==> config.mk <==
export PLATFORM = sky130hd
export DESIGN_NAME = spi_master_if
export DESIGN_NICKNAME = d
export VERILOG_FILES = /design/src/rtl/spi_master_if_pkg.sv /design/src/rtl/spi_master_if_clk_gen.sv /design/src/rtl/spi_master_if.sv
export SDC_FILE = /design/constraint.sdc
export NUM_CORES = 1
export LEC_CHECK = 0
export CORE_MARGIN = 8
export CORE_UTILIZATION = 25
export CTS_CLUSTER_SIZE = 30
export DETAILED_ROUTE_END_ITERATION = 8
export PLACE_DENSITY = 0.55
export REMOVE_ABC_BUFFERS = 1
export SYNTH_ARGS = -nofsm -noshare
export SYNTH_HDL_FRONTEND = slang
export SYNTH_HIERARCHICAL = 1
export SYNTH_SLANG_ARGS = --single-unit
==> constraint.sdc <==
create_clock -name sys_clk_i -period 3 [get_ports sys_clk_i]
set_clock_uncertainty 0.1 [all_clocks]
set_input_delay 0.45 -clock sys_clk_i [delete_from_list [all_inputs] [get_ports sys_clk_i]]
set_output_delay 0.45 -clock sys_clk_i [all_outputs]
set_load 0.03 [all_outputs]
==> src/rtl/spi_master_if_pkg.sv <==
`default_nettype none
// +----------------------------------------------------------------------+
// | spi_master_if_pkg                                                    |
// | Shared command-byte fields, reset level and FSM encodings.           |
// | Rev 1.0                                                              |
// +----------------------------------------------------------------------+
package spi_master_if_pkg;

    localparam int unsigned INT_CMD_WIDTH    = 8;
    localparam logic [7:0]  INT_CMD_CMD_MSK  = 8'h80;
    localparam logic [7:0]  INT_CMD_ADDR_MSK = 8'h7F;
    localparam logic [7:0]  INT_CMD_READ     = 8'h80;
    localparam logic [7:0]  INT_CMD_WRITE    = 8'h00;

    localparam logic        RST_ACT = 1'b1;

    localparam logic [2:0]  ST_IDLE  = 3'd0;
    localparam logic [2:0]  ST_SETUP = 3'd1;
    localparam logic [2:0]  ST_SHIFT = 3'd2;
    localparam logic [2:0]  ST_HOLD  = 3'd3;
    localparam logic [2:0]  ST_GAP   = 3'd4;

    typedef enum logic [2:0] {
        IDLE  = ST_IDLE,
        SETUP = ST_SETUP,
        SHIFT = ST_SHIFT,
        HOLD  = ST_HOLD,
        GAP   = ST_GAP
    } state_e;

endpackage
`default_nettype wire

==> src/rtl/spi_master_if_clk_gen.sv <==
`default_nettype none
// +----------------------------------------------------------------------+
// | spi_clk_gen                                                          |
// | Half-period down-counter; tick_o marks the last cycle of a phase.    |
// | Rev 1.0                                                              |
// +----------------------------------------------------------------------+
module spi_clk_gen
    import spi_master_if_pkg::*;
#(
    parameter int unsigned CLK_DIV = 4
) (
    input  logic clk,
    input  logic rst,
    input  logic load_i,
    input  logic en_i,
    output logic tick_o
);

    localparam logic [7:0] c_RELOAD = 8'(CLK_DIV - 1);

    logic [7:0] cnt_q;
    logic [7:0] cnt_d;

    always_comb begin
        cnt_d = cnt_q;
        if (load_i || (en_i && (cnt_q == 8'd0))) begin
            cnt_d = c_RELOAD;
        end else if (en_i) begin
            cnt_d = cnt_q - 8'd1;
        end
    end

    always_ff @(posedge clk) begin
        if (rst == RST_ACT) begin
            cnt_q <= c_RELOAD;
        end else begin
            cnt_q <= cnt_d;
        end
    end

    assign tick_o = en_i && !load_i && (cnt_q == 8'd0);

endmodule
`default_nettype wire

==> src/rtl/spi_master_if.sv <==
`default_nettype none
// +----------------------------------------------------------------------+
// | spi_master_if                                                        |
// | Mode-0 SPI master: command byte + data word, MSB first.              |
// | Rev 1.0                                                              |
// +----------------------------------------------------------------------+
module spi_master_if
    import spi_master_if_pkg::*;
#(
    parameter int unsigned CLK_DIV    = 4,
    parameter int unsigned ADDR_WIDTH = 7,
    parameter int unsigned DATA_WIDTH = 16
) (
    input  logic                  sys_clk_i,
    input  logic                  sys_rst_i,
    input  logic                  start_i,
    input  logic                  rw_i,
    input  logic [ADDR_WIDTH-1:0] addr_i,
    input  logic [DATA_WIDTH-1:0] wdata_i,
    output logic [DATA_WIDTH-1:0] rdata_o,
    output logic                  busy_o,
    output logic                  done_o,
    output logic                  spi_cs_o,
    output logic                  spi_clk_o,
    output logic                  spi_mosi_o,
    input  logic                  spi_miso_i
);

    localparam int unsigned    c_N    = INT_CMD_WIDTH + DATA_WIDTH;
    localparam int unsigned    c_BW   = $clog2(c_N);
    localparam logic [c_BW-1:0] c_LAST = c_BW'(c_N - 1);

    state_e                  state_q, state_d;
    logic [c_N-2:0]          tx_q, tx_d;
    logic [DATA_WIDTH-1:0]   rx_q, rx_d;
    logic [c_BW-1:0]         bit_q, bit_d;
    logic                    rd_q, rd_d;
    logic                    cs_q, cs_d;
    logic                    sclk_q, sclk_d;
    logic                    mosi_q, mosi_d;
    logic                    busy_q, busy_d;
    logic                    done_q, done_d;
    logic [DATA_WIDTH-1:0]   rdata_q, rdata_d;

    logic                    w_start;
    logic                    w_tick;
    logic [INT_CMD_WIDTH-1:0] w_addr_ext;
    logic [INT_CMD_WIDTH-1:0] w_cmd;

    assign w_start = start_i && (state_q == IDLE);

    always_comb begin
        w_addr_ext = '0;
        w_addr_ext[ADDR_WIDTH-1:0] = addr_i;
        w_cmd = (rw_i ? INT_CMD_READ : INT_CMD_WRITE) | (w_addr_ext & INT_CMD_ADDR_MSK);
    end

    spi_clk_gen #(
        .CLK_DIV (CLK_DIV)
    ) u_clk_gen (
        .clk    (sys_clk_i),
        .rst    (sys_rst_i),
        .load_i (w_start),
        .en_i   (state_q != IDLE),
        .tick_o (w_tick)
    );

    always_comb begin
        state_d = state_q;
        tx_d    = tx_q;
        rx_d    = rx_q;
        bit_d   = bit_q;
        rd_d    = rd_q;
        cs_d    = cs_q;
        sclk_d  = sclk_q;
        mosi_d  = mosi_q;
        busy_d  = busy_q;
        done_d  = 1'b0;
        rdata_d = rdata_q;
        case (state_q)
            IDLE: begin
                if (w_start) begin
                    // MSB goes straight to MOSI; tx holds the remaining N-1 bits
                    tx_d    = {w_cmd[INT_CMD_WIDTH-2:0], wdata_i};
                    rd_d    = |(w_cmd & INT_CMD_CMD_MSK);
                    mosi_d  = w_cmd[INT_CMD_WIDTH-1];
                    rx_d    = '0;
                    bit_d   = '0;
                    cs_d    = 1'b0;
                    busy_d  = 1'b1;
                    state_d = SETUP;
                end
            end
            SETUP: begin
                if (w_tick) begin
                    sclk_d  = 1'b1;
                    state_d = SHIFT;
                end
            end
            SHIFT: begin
                if (w_tick) begin
                    if (sclk_q) begin
                        sclk_d = 1'b0;
                        rx_d   = {rx_q[DATA_WIDTH-2:0], spi_miso_i};
                        if (bit_q == c_LAST) begin
                            mosi_d  = 1'b0;
                            state_d = HOLD;
                        end else begin
                            bit_d  = bit_q + c_BW'(1);
                            mosi_d = tx_q[c_N-2];
                            tx_d   = {tx_q[c_N-3:0], 1'b0};
                        end
                    end else begin
                        sclk_d = 1'b1;
                    end
                end
            end
            HOLD: begin
                if (w_tick) begin
                    cs_d    = 1'b1;
                    state_d = GAP;
                end
            end
            GAP: begin
                if (w_tick) begin
                    busy_d  = 1'b0;
                    done_d  = 1'b1;
                    state_d = IDLE;
                    if (rd_q) begin
                        rdata_d = rx_q;
                    end
                end
            end
            default: state_d = IDLE;
        endcase
    end

    always_ff @(posedge sys_clk_i) begin
        if (sys_rst_i == RST_ACT) begin
            state_q <= IDLE;
            tx_q    <= '0;
            rx_q    <= '0;
            bit_q   <= '0;
            rd_q    <= 1'b0;
            cs_q    <= 1'b1;
            sclk_q  <= 1'b0;
            mosi_q  <= 1'b0;
            busy_q  <= 1'b0;
            done_q  <= 1'b0;
            rdata_q <= '0;
        end else begin
            state_q <= state_d;
            tx_q    <= tx_d;
            rx_q    <= rx_d;
            bit_q   <= bit_d;
            rd_q    <= rd_d;
            cs_q    <= cs_d;
            sclk_q  <= sclk_d;
            mosi_q  <= mosi_d;
            busy_q  <= busy_d;
            done_q  <= done_d;
            rdata_q <= rdata_d;
        end
    end

    assign rdata_o    = rdata_q;
    assign busy_o     = busy_q;
    assign done_o     = done_q;
    assign spi_cs_o   = cs_q;
    assign spi_clk_o  = sclk_q;
    assign spi_mosi_o = mosi_q;

endmodule
`default_nettype wire

==> key figures, run 1 <==
Flow run
  • Max Cap Viol: 0

Clock tree
  • Reg clk slew, reported paths: approximately 0.06 ns
  • Post_cts resized: 0
  • Clock Latency Late Sink: around 0.33 ns
  • CTS sink count: 77
  • CTS buffer count: 9
  • H-tree levels: 3
  • Setup Buffers After CTS: 0
  • Clk buf depth: 2
  • CTS root buffer: clkbuf_16
  • CTS tree: built
  • Hold buffer count at CTS: 0

Floorplan
  • Rows: just over 40
  • Die Area: 16900 µm²
  • # IOs: around 50
  • Initial Utilization: 25.7%
  • Core Area: approximately 13000 µm²
  • Die extent in y: around 130 µm
  • Die Wd: around 130 µm

Timing
  • Fmax: about 380 MHz
  • Measured slew at the worst slew-check pin: a little over 0.9 ns
  • Hold Vio Cnt, Final: 0
  • RSZ-0062 raised after global routing: false
  • Rel. slew slack: a little under two fifths
  • Final setup viols: 0
  • Clock period minus worst slack: ~2.6 ns
  • Final Max Tran Viols: 0
  • Final worst slack: around 0.37 ns
  • Final Cycle Share: between 80% and 90%

Final layout
  • Commonest non-fill, non-tap cell in the layout: nand2_1
  • Layout cells sized above 1: just over 8%
  • Layout Cells excl Fill: 620
  • Fin nets: 474
  • Most frequent cells in the layout: nand2_1, dfxtp_1, clkdlybuf4s50_1
  • Area grow syn2layout: 29.4%
  • Diodes inserted: 0

Global routing
  • GRT overflow: 0
  • First-pass GRT wire length: about 13 mm
  • Vias in the first global route: between 2000 and 3000
  • Total GRT Usage: 9.28%
  • Largest net degree at the start of global routing: 52
  • Antenna violations before repair: 0

Setup path
  • CP Capture Type: flip-flop
  • Crit-path max FO: 51
  • CP most frequent cell: nor2_1
  • CP max stage delay: 0.59 ns
  • Setup crit start kind: flip-flop
  • Worst Path Arrival: 2.76 ns
  • Crit path cell chain: nor4_1 -> nand2_1 -> nor2_1 -> nand3_2 -> a221oi_4 -> buf_12 -> nor2_1 -> a311oi_1
  • Worst EP required: between 3 and 4 ns
  • CP Class: reg -> reg
  • Slowest cell on the critical path: nor4_1

Placed design
  • Placer Congestion: between 0.7 and 0.8
  • Worst slack, placed: about 0.36 ns
  • I/O Buffers: between 40 and 50
  • Detailed Place HPWL: slightly above 5 mm
  • Placed insts: 604

Yosys
  • YS warnings: 6
  • Async S/R FF share, synth: 0%
  • Number of flops mapped to enable cells by yosys: 0
  • Avg Inst Size Synth: roughly 8.0 µm²
  • Seq/Total Area, Yosys: between 40% and 50%
  • Post-Syn Area: 3240 µm²
  • Netlist cell types: 42
  • Synth Flop Type: dfxtp_1
  • Register bit total from synthesis: 77
  • Syn Inst Count: a little over 400

Power and ir drop
  • Cell Pwr Density: between 500 and 600 nW/µm²
  • Power Total: 2.29 mW
  • Pleak: roughly 1.5 nW
  • Peak supply drop: approximately 0.34 mV

Route
  • Routed vias/inst: around 4.6
  • Vias post-DR: about 2900
  • DRC Markers: 0
  • DRT Wirelength: roughly 7.7 mm
  • DR iter-0 viols: ~190
  • Antenna Nets Post-Route: 0
  • Total iterations of the first detailed-routing run: 4
  • WL/cell: between 10 and 15 µm

Hold path
  • Hold Path Class: reg -> reg

Status
  • Status: finished clean
==> final cells by class <==
type                       instances  area (µm²)
tap                              172         215
clock inverter                     7        56.3
multi-input combinational        291        1550
fill                            1388        8430
timing repair buffer              59         583
sequential                        77        1540
clock buffer                       9         225
inverter                           5        18.8
==> metal layers <==
| metal | track usage, % | vias up | part of all wire [%] |
|---|---|---|---|
| met4 | 2.80 | 0 | 0.79 |
| met2 | 15.3 | 62 | 46 |
| met3 | 3.59 | 6 | 6.1 |
| met5 | 0 | - | 0 |
| met1 | 10.9 | 1324 | 47 |
| li1 | - | 1479 | - |
==> final timing paths <==
kind | startpoint | end | slack [ns] | depth (start not counted)
worst min-delay path | rx_q[15] | rx_q[15] | 0.35 | 2
worst max register to register | u_clk_gen/cnt_q[3] | tx_q[17] | 0.37 | 8
worst min register to register | rx_q[15] | rx_q[15] | 0.35 | 2
worst max-delay path | u_clk_gen/cnt_q[3] | tx_q[17] | 0.37 | 8
==> per-stage QoR <==
| step | hold WS (ns) | area (µm²) | utilization, % | TNS, ns |
|---|---|---|---|---|
| 6_report | 0.350 | 4190 | 33.2 | 0 |
| 5_1_grt | 0.370 | 4190 | 33.2 | 0 |
| 4_1_cts | 0.355 | 4190 | 33.2 | 0 |
| 3_5_place_dp | 0.345 | 3910 | 31.0 | 0 |
| 3_3_place_gp | 0.341 | 3910 | 31.0 | 0 |
| 2_1_floorplan | 0.326 | 3110 | - | -10.01 |
==> cell usage after synthesis (all sizes together) (2+ instances only) <==
master | number | area (µm²)
or4 | 2 | 15.0
nand2b | 4 | 25.0
nand3 | 22 | 115
o22ai | 2 | 12.5
inv | 5 | 18.8
dfxtp | 77 | 1540
a21oi | 44 | 224
o21ai | 5 | 25.0
or2 | 2 | 12.5
nor2 | 35 | 131
or3 | 4 | 26.3
nand2 | 108 | 405
nand3b | 3 | 22.5
nor3b | 2 | 20.0
a211oi | 3 | 22.5
nand4 | 2 | 12.5
xnor2 | 2 | 17.5
a311oi | 24 | 210
mux2i | 2 | 20.0
a21o | 3 | 22.5
nor3 | 6 | 30.0
ha | 3 | 37.5
clkbuf | 20 | 75.1
buf | 10 | 57.6
==> sequential cells by signal, indices dropped and copies added, names as in the netlist, 3 cells and up <==
register and count:
tx_q 23, rdata_o 16, rx_q 16, u_clk_gen/cnt_q 8, bit_q 5, state_q 3
==> power by group <==
group	leakage [nW]	internal (mW)	switching [mW]	total [mW]
registers	0.627	1.06	0.0184	1.08
clock network	0.137	0.570	0.447	1.02
logic	0.712	0.0905	0.108	0.199
==> cell families after synthesis <==
logic type      count (synthesis)  share of synthesized area, %
compound gates                 86                          17.9
xor+xnor                        3                         0.811
fa+ha+maj                       3                          1.16
buf+inv                        35                          4.67
flops                          77                          47.6
mux                             2                         0.618
simple gates                  197                          27.3
==> critical path: cells and delay by family, from the launching register on <==
kind | cells | cell delay (ns)
compound gates | 2 | 0.63
simple gates | 5 | 1.18
flops | 1 | 0.35
buf+inv | 1 | 0.26
Note: power is estimated with default switching activity, not from simulation.
==> run 2, diff against run 1 <==
CTS_CLUSTER_SIZE = unset   (was 30)
PLACE_DENSITY = unset   (was 0.55)
PLACE_DENSITY_LB_ADDON = 0.15   (was unset)
==> run 2 against run 1 <==
- first-iteration DRC count rose by 11%
- global-route usage is 0.38 points higher
- sequential power about the same
- sequential share of layout area is 0.20 points lower
- die area unchanged
- non-clock buffer count up 2
- largest power group unchanged
- core utilization is 0.18 points higher
- via count up 0.17%
- power is 2.8% higher
- clock power up 6%
- critical endpoint is now tx_q[0]
- cell area up 0.54%
- routed wire length is 1.7% higher
==> key figures, run 2 (synthesis results as in run 1) <==
Setup path
  • Reg2reg start: state_q[2]
  • R2R setup slack: 0.51 ns
  • Worst EP required: around 3.1 ns
  • Worst Path Arrival: 2.58 ns
  • CP Capture Type: flip-flop
  • Reg2reg end: tx_q[0]
  • Setup crit start kind: flip-flop
  • FF-to-FF path depth: 9
  • CP Class: reg -> reg
  • Crit-path max FO: between 50 and 60

Floorplan
  • Initial Utilization: roughly 26%
  • Rows: approximately 40
  • Die extent in y: about 130 µm
  • Core Area: ~13000 µm²
  • # IOs: 49
  • Die Wd: approximately 130 µm
  • Die Area: 16900 µm²

Route
  • WL/cell: between 10 and 15 µm
  • Antenna Nets Post-Route: 0
  • DRC Markers: 0
  • DRT Wirelength: between 7 and 8 mm
  • Met2 WL: between 3 and 4 mm
  • DR iter-0 viols: 208
  • Routed vias/inst: 4.62
  • Met3 wire length: 449 µm
  • Vias post-DR: approximately 2900
  • Top layer reached by signal wires: met4
  • Routed length on met1: roughly 3.8 mm
  • Total iterations of the first detailed-routing run: 4

Power and ir drop
  • Pleak: approximately 1.5 nW
  • Power Total: 2.35 mW
  • Cell Pwr Density: roughly 560 nW/µm²
  • Peak supply drop: ~0.29 mV

Hold path
  • Hold path cells: 2
  • Hold EP: rdata_o[6]
  • Hold Crit Start: rdata_o[6]
  • Hold Path Class: reg -> reg

Final layout
  • Reg area: roughly 1500 µm²
  • Commonest non-fill, non-tap cell in the layout: nand2_1
  • Area grow syn2layout: 30.1%
  • Area of the multi-input gates: around 1600 µm²
  • Fin nets: 476
  • Diodes inserted: 0
  • Fill cells: between 1000 and 1500
  • Reg with most FFs: tx_q
  • Max FFs per register: 23
  • Most frequent cells in the layout: nand2_1, dfxtp_1, clkdlybuf4s50_1
  • Layout cells sized above 1: roughly 8.4%

Placed design
  • Worst slack, placed: between 0.3 and 0.4 ns
  • Placer Congestion: 0.755
  • I/O Buffers: 48
  • Detailed Place HPWL: just over 5 mm

Global routing
  • First-pass GRT wire length: between 10 and 15 mm
  • GRT overflow: 0
  • Total GRT Usage: about a tenth
  • Antenna violations before repair: 0
  • Largest net degree at the start of global routing: 52
  • Vias in the first global route: ~2800

Timing
  • Clock period minus worst slack: between 2 and 2.5 ns
  • Hold Vio Cnt, Final: 0
  • Rel. slew slack: between 50% and 60%
  • RSZ-0062 raised after global routing: false
  • Final Max Tran Viols: 0
  • Final Cycle Share: slightly above 80%
  • Final worst slack: ~0.5 ns
  • Measured slew at the worst slew-check pin: 0.660 ns
  • Fmax: ~400 MHz
  • Final setup viols: 0

Clock tree
  • CTS tree: built
  • Reg clk slew, reported paths: 0.06 ns
  • Clk buf depth: 2
  • CTS buffer count: 9
  • Post_cts resized: 0
  • H-tree levels: 3
  • Clock Latency Late Sink: between 0.3 and 0.4 ns
  • Setup Buffers After CTS: 0
  • Hold buffer count at CTS: 0
  • CTS sink count: 77
  • CTS root buffer: clkbuf_16

Flow run
  • Max Cap Viol: 0

Status
  • Status: finished clean
[run 2: cell count changes in the layout (fill, tap and decap cells not counted), sizes merged]
cell,delta
buf,+2
bufinv,+1
clkbuf,+1
inv,-2
[run 2: worst max path at each step]
stage               cells after the start  slack [ns]        to       start
floorplan                               8       -0.41  bit_q[3]  state_q[1]
global placement                        9        0.43   tx_q[0]     start_i
detailed placement                      9        0.37   tx_q[0]     start_i
CTS                                     9        0.51   tx_q[0]  state_q[2]
global route                            9        0.19   tx_q[3]  state_q[2]
finish                                  9        0.51   tx_q[0]  state_q[2]
[run 2: area by class of cell]
cell class	count	share of cell area (%)
Inverter	5	0.445
Sequential cell	77	36.6
Clock inverter	6	1.72
Clock buffer	10	5.43
Timing Repair Buffer	61	13.9
Multi-Input combinational cell	291	36.8
Tap cell	172	5.11
[run 2: metrics by stage]
step	std cells	area, µm²	hold WS [ns]	util (%)	TNS, ns
5_1_grt	622	4220	0.368	33.4	0
3_5_place_dp	606	3910	0.349	31.0	0
3_3_place_gp	606	3910	0.345	31.0	0
6_report	622	4220	0.353	33.4	0
4_1_cts	622	4220	0.357	33.4	0
2_1_floorplan	373	3110	0.326	-	-10.01
[run 2: report_power, final]
part / total (mW) / switching [mW] / internal [mW]
Clock: 1.08 / 0.432 / 0.651
Sequential: 1.08 / 0.0182 / 1.06
Combinational: 0.195 / 0.107 / 0.0876
Total: 2.35 / 0.558 / 1.80
[run 2: critical path, cell delays in order, from the launching register on]
cell and delay, ns:
dfxtp_1 0.32, or3_1 0.25, and4bb_2 0.34, nand2_1 0.08, nor2_1 0.15, nand3_2 0.18, a221oi_4 0.36, buf_12 0.26
mux2i_1 0.22, nor2_1 0.05
[run 2: layer usage]
layer / global-route usage [%] / vias to the layer above
met5: 0 / -
met4: 3.69 / 0
met3: 3.30 / 8
met2: 15.2 / 61
met1: 11.9 / 1326
li1: - / 1481
